[config.mk]
export PLATFORM = sky130hd
export DESIGN_NAME = riscv_tag_policy_ctrl
export DESIGN_NICKNAME = d
export VERILOG_FILES = /design/src/rtl/riscv_tag_policy_ctrl_pkg.sv /design/src/rtl/riscv_tag_policy_ctrl.sv
export SDC_FILE = /design/constraint.sdc
export NUM_CORES = 1
export LEC_CHECK = 0
export CORE_AREA = 10 10 126 128
export DETAILED_ROUTE_END_ITERATION = 7
export DIE_AREA = 0 0 136 138
export GPL_TIMING_DRIVEN = 0
export PLACE_DENSITY = 0.86
export SETUP_SLACK_MARGIN = 0.3
export SLEW_MARGIN = 25
export SYNTH_ARGS = -nofsm -noshare
export SYNTH_HDL_FRONTEND = slang
export SYNTH_SLANG_ARGS = --single-unit
[constraint.sdc]
create_clock -name clk -period 3.4 [get_ports clk]
set_clock_uncertainty 0.1 [all_clocks]
set_input_delay 0.85 -clock clk [delete_from_list [all_inputs] [get_ports clk]]
set_output_delay 0.85 -clock clk [all_outputs]
set_load 0.005 [all_outputs]
[src/rtl/riscv_tag_policy_ctrl_pkg.sv]
// Shared types and constants for the DIFT tag-policy sequencing controller.
// Latency: n/a (declarations only).
// Backpressure: n/a (declarations only).
package riscv_tag_policy_ctrl_pkg;

    // Update sequencer states
    typedef enum logic [1:0] {
        IDLE   = 2'd0,
        DRAIN  = 2'd1,
        COMMIT = 2'd2
    } tag_pol_state_t;

    // The TCR bit that freezes both policy registers until reset
    localparam int TCR_LOCK_BIT = 31;

    // Default CSR addresses of the policy registers
    localparam logic [11:0] CSR_TPR_ADDR = 12'h7C0;
    localparam logic [11:0] CSR_TCR_ADDR = 12'h7C1;

    // Index of each register in the staged/active pair arrays
    localparam int POL_TPR = 0;
    localparam int POL_TCR = 1;
    localparam int POL_NUM = 2;

endpackage

[src/rtl/riscv_tag_policy_ctrl.sv]
// Stages TPR/TCR CSR writes, halts ID, drains the pipe, then commits atomically.
// Latency: write in cycle t is active from t+DRAIN_CYCLES+2 when the pipe is idle.
// Backpressure: halt_id_o holds ID while an update is pending; busy pipe restarts the drain.
//
// Ports:
//   clk, rst_n          clock, asynchronous active-low reset
//   csr_we_i/addr/wdata single-cycle CSR write; csr_rdata_o reads staged-or-active value
//   pipe_busy_i         valid instruction in EX or WB
//   halt_id_o, busy_o   update pending (state != IDLE)
//   tpr_o, tcr_o        active policy registers
//   commit_o            one-cycle pulse in COMMIT; tpr_gen_o counts commits (mod 16)
//   csr_err_o           one-cycle pulse when a policy write is rejected by the lock
module riscv_tag_policy_ctrl
    import riscv_tag_policy_ctrl_pkg::*;
#(
    parameter logic [11:0] TPR_ADDR     = CSR_TPR_ADDR,
    parameter logic [11:0] TCR_ADDR     = CSR_TCR_ADDR,
    parameter logic [31:0] TPR_RESET    = 32'h0,
    parameter logic [31:0] TCR_RESET    = 32'h0,
    parameter int unsigned DRAIN_CYCLES = 2
) (
    input  logic        clk,
    input  logic        rst_n,
    input  logic        csr_we_i,
    input  logic [11:0] csr_addr_i,
    input  logic [31:0] csr_wdata_i,
    output logic [31:0] csr_rdata_o,
    input  logic        pipe_busy_i,
    output logic        halt_id_o,
    output logic [31:0] tpr_o,
    output logic [31:0] tcr_o,
    output logic        commit_o,
    output logic [3:0]  tpr_gen_o,
    output logic        csr_err_o,
    output logic        busy_o
);

    localparam logic [3:0] DRAIN_LAST = 4'(DRAIN_CYCLES - 1);

    tag_pol_state_t state_q, state_d;
    logic [3:0]     cnt_q, cnt_d;
    logic [3:0]     gen_q;

    logic [POL_NUM-1:0]       wr_hit;
    logic [POL_NUM-1:0]       wr_acc;
    logic [POL_NUM-1:0]       dirty_v;
    logic [POL_NUM-1:0][31:0] stg_v;
    logic [POL_NUM-1:0][31:0] act_v;

    logic lock;
    logic accept;
    logic in_commit;

    // Lock is taken from the active TCR only, so a write landing in the same
    // cycle a lock commits still sees the pre-commit value and is accepted.
    assign lock              = act_v[POL_TCR][TCR_LOCK_BIT];
    assign wr_hit[POL_TPR]   = csr_we_i && (csr_addr_i == TPR_ADDR);
    assign wr_hit[POL_TCR]   = csr_we_i && (csr_addr_i == TCR_ADDR);
    assign accept            = (|wr_hit) && !lock;
    assign wr_acc            = lock ? '0 : wr_hit;
    assign csr_err_o         = (|wr_hit) && lock;
    assign in_commit         = (state_q == COMMIT);

    // Staged/active register pair with dirty bit, one per policy register.
    for (genvar g = 0; g < POL_NUM; g++) begin : g_pol
        localparam logic [31:0] RST_VAL = (g == POL_TPR) ? TPR_RESET : TCR_RESET;

        logic [31:0] stg_q;
        logic [31:0] act_q;
        logic        dirty_q;

        always_ff @(posedge clk or negedge rst_n) begin
            if (!rst_n) begin
                stg_q   <= RST_VAL;
                act_q   <= RST_VAL;
                dirty_q <= 1'b0;
            end else begin
                // Commit copies the staged value as it stood at the start of the cycle
                if (in_commit && dirty_q) begin
                    act_q <= stg_q;
                end
                // A write in the commit cycle re-dirties the register (set beats clear)
                if (wr_acc[g]) begin
                    stg_q   <= csr_wdata_i;
                    dirty_q <= 1'b1;
                end else if (in_commit) begin
                    dirty_q <= 1'b0;
                end
            end
        end

        assign stg_v[g]   = stg_q;
        assign act_v[g]   = act_q;
        assign dirty_v[g] = dirty_q;
    end

    // State register
    always_ff @(posedge clk or negedge rst_n) begin
        if (!rst_n) begin
            state_q <= IDLE;
            cnt_q   <= 4'd0;
            gen_q   <= 4'd0;
        end else begin
            state_q <= state_d;
            cnt_q   <= cnt_d;
            if (in_commit) begin
                gen_q <= gen_q + 4'd1;
            end
        end
    end

    // Next-state logic
    always_comb begin
        state_d = state_q;
        cnt_d   = cnt_q;
        unique case (state_q)
            IDLE: begin
                if (accept) begin
                    state_d = DRAIN;
                    cnt_d   = 4'd0;
                end
            end
            DRAIN: begin
                // A new write restarts the drain and overrides a pending commit
                if (accept || pipe_busy_i) begin
                    cnt_d = 4'd0;
                end else begin
                    cnt_d = cnt_q + 4'd1;
                    if (cnt_q == DRAIN_LAST) begin
                        state_d = COMMIT;
                    end
                end
            end
            COMMIT: begin
                if (accept) begin
                    state_d = DRAIN;
                    cnt_d   = 4'd0;
                end else begin
                    state_d = IDLE;
                end
            end
            default: begin
                state_d = IDLE;
                cnt_d   = 4'd0;
            end
        endcase
    end

    // Output logic
    always_comb begin
        busy_o    = (state_q != IDLE);
        halt_id_o = (state_q != IDLE);
        commit_o  = in_commit;
        tpr_o     = act_v[POL_TPR];
        tcr_o     = act_v[POL_TCR];
        tpr_gen_o = gen_q;
    end

    // Readback shows the pending value while one is staged
    always_comb begin
        csr_rdata_o = 32'h0;
        if (csr_addr_i == TPR_ADDR) begin
            csr_rdata_o = dirty_v[POL_TPR] ? stg_v[POL_TPR] : act_v[POL_TPR];
        end else if (csr_addr_i == TCR_ADDR) begin
            csr_rdata_o = dirty_v[POL_TCR] ? stg_v[POL_TCR] : act_v[POL_TCR];
        end
    end

endmodule

# Word-level counts from Yosys, hierarchy flattened
# Index checks and enable logic that the tools add are counted.
[totals]
out_inout_bits = 104
regBits = 140
in_bits = 48
[classes]
n_eq_ne = 9
addsub = 2
n_reduce_logical = 15
n_mux = 16
[op_table]
columns = ["cell", "count"]
rows = [
  ["$mux 32", 4],
  ["$eq 12x11->1 const B", 2],
  ["$add 4x1->4 const B", 2],
  ["$mux 2", 4],
  ["$mux 4", 2],
  ["$pmux 4 s2", 1],
  ["$logic_and 1x1->1", 6],
  ["$ne 2x2->1 const B", 3],
  ["$pmux 2 s3", 1],
  ["$reduce_bool 2->1", 3],
  ["$eq 4x1->1 const B", 1],
  ["$mux 1", 4],
  ["$reduce_or 2->1", 2],
  ["$reduce_and 3->1", 1],
  ["$eq 2x1->1 const B", 1],
  ["$eq 2x2->1 const B", 1],
  ["$logic_not 2->1", 1],
  ["$ne 2x1->1 const B", 1],
  ["$logic_not 1->1", 1],
  ["$logic_or 1x1->1", 1],
]

# Longest topological paths before layout
[depth]
word_depth = 7
ltp_mapped = 6
depth_no_buf = 5

# Worst setup path before layout
# OpenSTA, ideal clock, no wires.
[synth_timing]
kind = "input -> output"
start = "input csr_addr_i[3]"
end = "output csr_rdata_o[10]"
required_time_ns = 2.450
stages = 5
path_slack_ns = 0.159
arrival_time_ns = 2.291
n_path_buf = 2
path_cell_list = "or4b_4 -> or3_1 -> buf_2 -> buf_6 -> a211oi_1"
[synth_via]
elab_chain_len = 3
elab_cells_between_ends = 4
cone_classes = "eq/ne (2); mux (2)"
[synth_rtl]
columns = ["item", "line", "text"]
rows = [
  ["start, declared", "riscv_tag_policy_ctrl.sv:25", "input logic [11:0] csr_addr_i,"],
  ["$eq 12x11->1", "riscv_tag_policy_ctrl.sv:164", "end else if (csr_addr_i == TCR_ADDR) begin"],
  ["$mux 32", "riscv_tag_policy_ctrl.sv:164", ""],
  ["$mux 32 *", "riscv_tag_policy_ctrl.sv:162", "if (csr_addr_i == TPR_ADDR) begin"],
  ["end, declared", "riscv_tag_policy_ctrl.sv:27", "output logic [31:0] csr_rdata_o,"],
]
# Every way passes the cells marked *; elsewhere a longest branch is shown, timed or not.

# Worst setup path in the final report
[layout_timing]
start = "input csr_addr_i[6]"
end = "output csr_rdata_o[1]"
# The elaborated chain is that of the path after synthesis.

==> key figures <==
Status
  • Result of the run: complete, but fails checks
  • Violations in the final reports: setup timing

Route
  • Via count: 4786
  • Post-DRT Antenna Nets: 0
  • Total Wirelength: 19.18 mm
  • Per-cell routed wire length: 22.48 um
  • Number of vias per cell: 5.611
  • DRT Pass-1 Iters: 4
  • Remaining routing DRC violations: 0
  • DRC marker count from the first detailed-route iteration: 241

Clocking
  • Clk pin slew, worst setup/hold paths: 0.06 ns
  • H-tree levels: 4
  • CTS root buf: sky130_fd_sc_hd__clkbuf_16
  • Skew-Pair Late Insertion Delay: 0.42 ns
  • TritonCTS clock tree: done
  • Bufs on Longest Clock Path: 2
  • Number of buffers inserted during clock tree synthesis: 17
  • Clock sink count: 140

Critical path
  • Worst reg2reg path depth: 4
  • Total number of cells along the worst setup path: 7
  • Data arrival, critical path: 2.55 ns
  • Crit Reg-Reg Startpoint: tcr_o[31]
  • CP Launch Point: csr_addr_i[6]
  • Worst path cell trace: dlygate4sd2_1 > or3b_4 > or3_4 > buf_12 > buf_12 > a211oi_4 > buf_2
  • Critical Path Max Stage Delay: 0.41 ns
  • Maximum fanout count along the critical path: 7
  • Endpoint of the most critical register-to-register path: g_pol[0].stg_q[6]
  • Critical path capture point type: output port
  • Setup slack on the worst flop-to-flop path: 1.10 ns
  • Kind of critical path: in2out
  • Cell at the slowest stage of the critical path: sky130_fd_sc_hd__or3_4
  • Crit-path leading delay family: simple AND/OR/NAND/NOR gates
  • Number of buffer and inverter instances along the worst setup path: 4
  • CP Data Required Time: 2.45 ns
  • Cell seen most often among critical-path stages: sky130_fd_sc_hd__buf_12
  • Critical path capture point: csr_rdata_o[1]
  • Startpoint types: input port

Yosys
  • Post-Synth XOR/XNOR Area: 0.4023%
  • Cell type with the largest total area after synthesis: sky130_fd_sc_hd__dfrtp_1
  • Count of yosys warnings during synthesis: 0
  • Multiplexer share of the synthesized area: 27.15%
  • Top cell type's share of synthesized area: 53.64%
  • Combinational family with the most area after synthesis: multiplexers
  • Complex-gate fraction of the synthesized area: 8.199%
  • Async set-reset flop share out of synthesis: 100.0%
  • Post-synthesis net count: 533
  • Distinct cell type count after synthesis: 37
  • Count of flip-flops with a built-in enable after synthesis: 0
  • Adder-Cell Fraction of Synth Area: 0.5747%
  • Post-Synthesis Cells: 482
  • Proportion of synthesized chip area in sequential cells: 53.64%
  • Syn Area/Cell: 13.55 sq um
  • Cell area after synthesis: 6531 sq um
  • Count of state elements after synthesis: 140
  • Main synth FF type: sky130_fd_sc_hd__dfrtp_1
  • Most frequent cell after synthesis: sky130_fd_sc_hd__dfrtp_1
  • Main area contributors after synthesis: sky130_fd_sc_hd__dfrtp_1 (54%), sky130_fd_sc_hd__mux2_2 (22%), sky130_fd_sc_hd__a211oi_1 (7.4%), sky130_fd_sc_hd__mux2i_1 (4.9%), sky130_fd_sc_hd__nor2b_1 (3.2%)
  • Top cell types by occurrence after synthesis: sky130_fd_sc_hd__dfrtp_1 (140), sky130_fd_sc_hd__mux2_2 (125), sky130_fd_sc_hd__a211oi_1 (64), sky130_fd_sc_hd__nor2b_1 (33), sky130_fd_sc_hd__mux2i_1 (32)
  • Simple-gate area share of the yosys netlist: 6.571%

Min path
  • Min-Delay Path Class: in2async

Global route
  • Leftover overflow at the end of global routing: 0
  • Met1 usage in global routing: 23.85%
  • Pin count of the biggest net entering global routing: 77
  • Overall fraction of global-route tracks in use: 20.53%
  • Number of antenna violations at the first check in global routing: 0
  • Most congested layer reported by global routing: met2
  • Fraction of met2 tracks used by global routing: 34.34%
  • Number of global-route vias before repair: 5325
  • Global-route met3 utilization: 5.725%
  • Wire length of the first global-routing pass: 29.98 mm

Timing
  • Fraction of the cycle the final worst path needs: 102.8%
  • Slew of the pin with the lowest slew margin: 0.9794 ns
  • Setup Total Neg Slack: -0.3964 ns
  • Final number of setup-violating endpoints: 16
  • Tmin final: 3.497 ns
  • Slew Limit Fails: 0
  • Timing-limited maximum frequency: 0.2860 GHz
  • Worst hold-check slack: 0.2565 ns
  • Max-slew headroom: 34.10%
  • Number of hold-slack violations in the final timing report: 0
  • Setup slack after layout: -0.09659 ns
  • Setup repair after global routing missed its margin: yes

Final layout
  • Finished layout cell area: 9114 sq um
  • Share of layout cells above drive strength 1: 40.71%
  • Total of fill cells in the finished design: 995
  • Net total in the final layout: 711
  • Layout area overhead: 39.54%
  • Count of antenna diodes in the layout: 0

Power
  • Power per unit of standard cell area: 432.7 nW/um^2
  • Peak supply drop: 0.3951 mV
  • Leakage power figure: 4.232 nW
  • Final total power: 3.944 mW

Floorplan
  • Area of the core: 13500 sq um
  • Top-Level Pins: 152
  • Horizontal die dimension: 136 um
  • Die Y-Extent: 138 um
  • Initial Utilization: 48.36%
  • Cell Rows: 43
  • DIE AREA: 18770 sq um

Placed design
  • Setup Slack @ Placement: -0.9493 ns
  • Count of buffers inserted at the top-level ports: 151
  • Placed Instance Area: 8461 sq um
  • Routability Congestion: 0.7783
  • Final HPWL DP: 13.42 mm

Job
  • Max_cap viols: 0
==> area by class of cell <==
cell class | instances | area, sq um | area share (%)
inverter | 3 | 11.26 | 0.1236
multi-input combinational | 303 | 3032 | 33.26
sequential | 140 | 3503 | 38.44
tap | 180 | 225.2 | 2.471
clock inverter | 11 | 141.4 | 1.551
buffer | 36 | 276.5 | 3.034
clock buffer | 21 | 460.4 | 5.052
timing repair buffer | 159 | 1464 | 16.06
==> worst reg2reg max path: cells and delay by family, from the launching register on <==
family,cells,cell delay [ns]
muxes,1,0.36
buffers and inverters,1,0.27
and+or+nand+nor,2,1.01
DFF,1,0.45
==> state kept, by name, summed over array words and instances, names as in the netlist <==
name	cells
g_pol.dirty_q	2
tpr_o	32
g_pol.stg_q	64
tpr_gen_o	4
state_q	2
tcr_o	32
cnt_q	4
==> power by group <==
part           switching [mW]  internal (mW)  total (mW)
logic                   0.148          0.160       0.309
clock network           0.697           1.19        1.88
registers              0.0447           1.71        1.75
==> cells by family (layout without fill, tap and decap cells) <==
| group | Yosys count | after routing |
|---|---|---|
| multiplexers | 161 | 161 |
| XOR/XNOR | 3 | 3 |
| flip-flops | 140 | 140 |
| AO/OA/AOI/OAI | 73 | 73 |
| adder cells (fa/ha/maj) | 3 | 3 |
| AND/OR/NAND/NOR | 63 | 63 |
| buffers and inverters | 39 | 230 |
==> per-stage QoR <==
step,util [%],std cells
after floorplan,-,482
after global placement,62.41,813
after detailed placement,62.65,814
after CTS,67.00,852
after global routing,67.49,853
final,67.49,853
==> cell usage in the layout (no fill, tap or decap), drive strengths merged, types with 2 or more instances in the layout <==
cell type / count
clkdlybuf4s15: 2
ha: 3
buf: 63
mux2: 129
dlymetal6s2s: 4
clkbuf: 40
inv: 3
nor4: 3
nor4b: 4
bufinv: 3
clkdlybuf4s50: 106
mux2i: 32
nand4b: 2
nor2b: 33
nand2: 5
or4b: 2
or3b: 2
a211oi: 64
a21oi: 4
a21o: 2
clkinvlp: 3
clkinv: 5
nor2: 5
dfrtp: 140
xnor2: 2
==> routing by layer <==
| layer | wire length, um | vias to the layer above |
|---|---|---|
| li1 | - | 2128 |
| met1 | 7560 | 2489 |
| met2 | 10030 | 129 |
| met3 | 965 | 40 |
| met4 | 616 | 0 |
| met5 | 0 | - |
==> repair_timing <==
| item | in CTS | in global routing |
|---|---|---|
| cloned | 1 | 1 |
| endpoints found under the setup margin | 33 | 33 |
| pin swaps | 8 | 8 |
| buffers inserted | 5 | 0 |
| resized for setup | 178 | 21 |
| endpoints found under the hold margin | 0 | 0 |
| hold buffers | 0 | 0 |
==> worst min-delay path by stage <==
stage | from | to | slack (ns)
2_1_floorplan | tpr_gen_o[3] | tpr_gen_o[3] | 0.37
3_3_place_gp | tpr_gen_o[3] | tpr_gen_o[3] | 0.36
3_5_place_dp | tpr_gen_o[3] | tpr_gen_o[3] | 0.37
4_1_cts | rst_n | g_pol[0].stg_q[24] | 0.28
5_1_grt | rst_n | g_pol[1].stg_q[23] | 0.29
6_report | rst_n | g_pol[1].stg_q[23] | 0.26
Power figures use the tool's default switching activity.
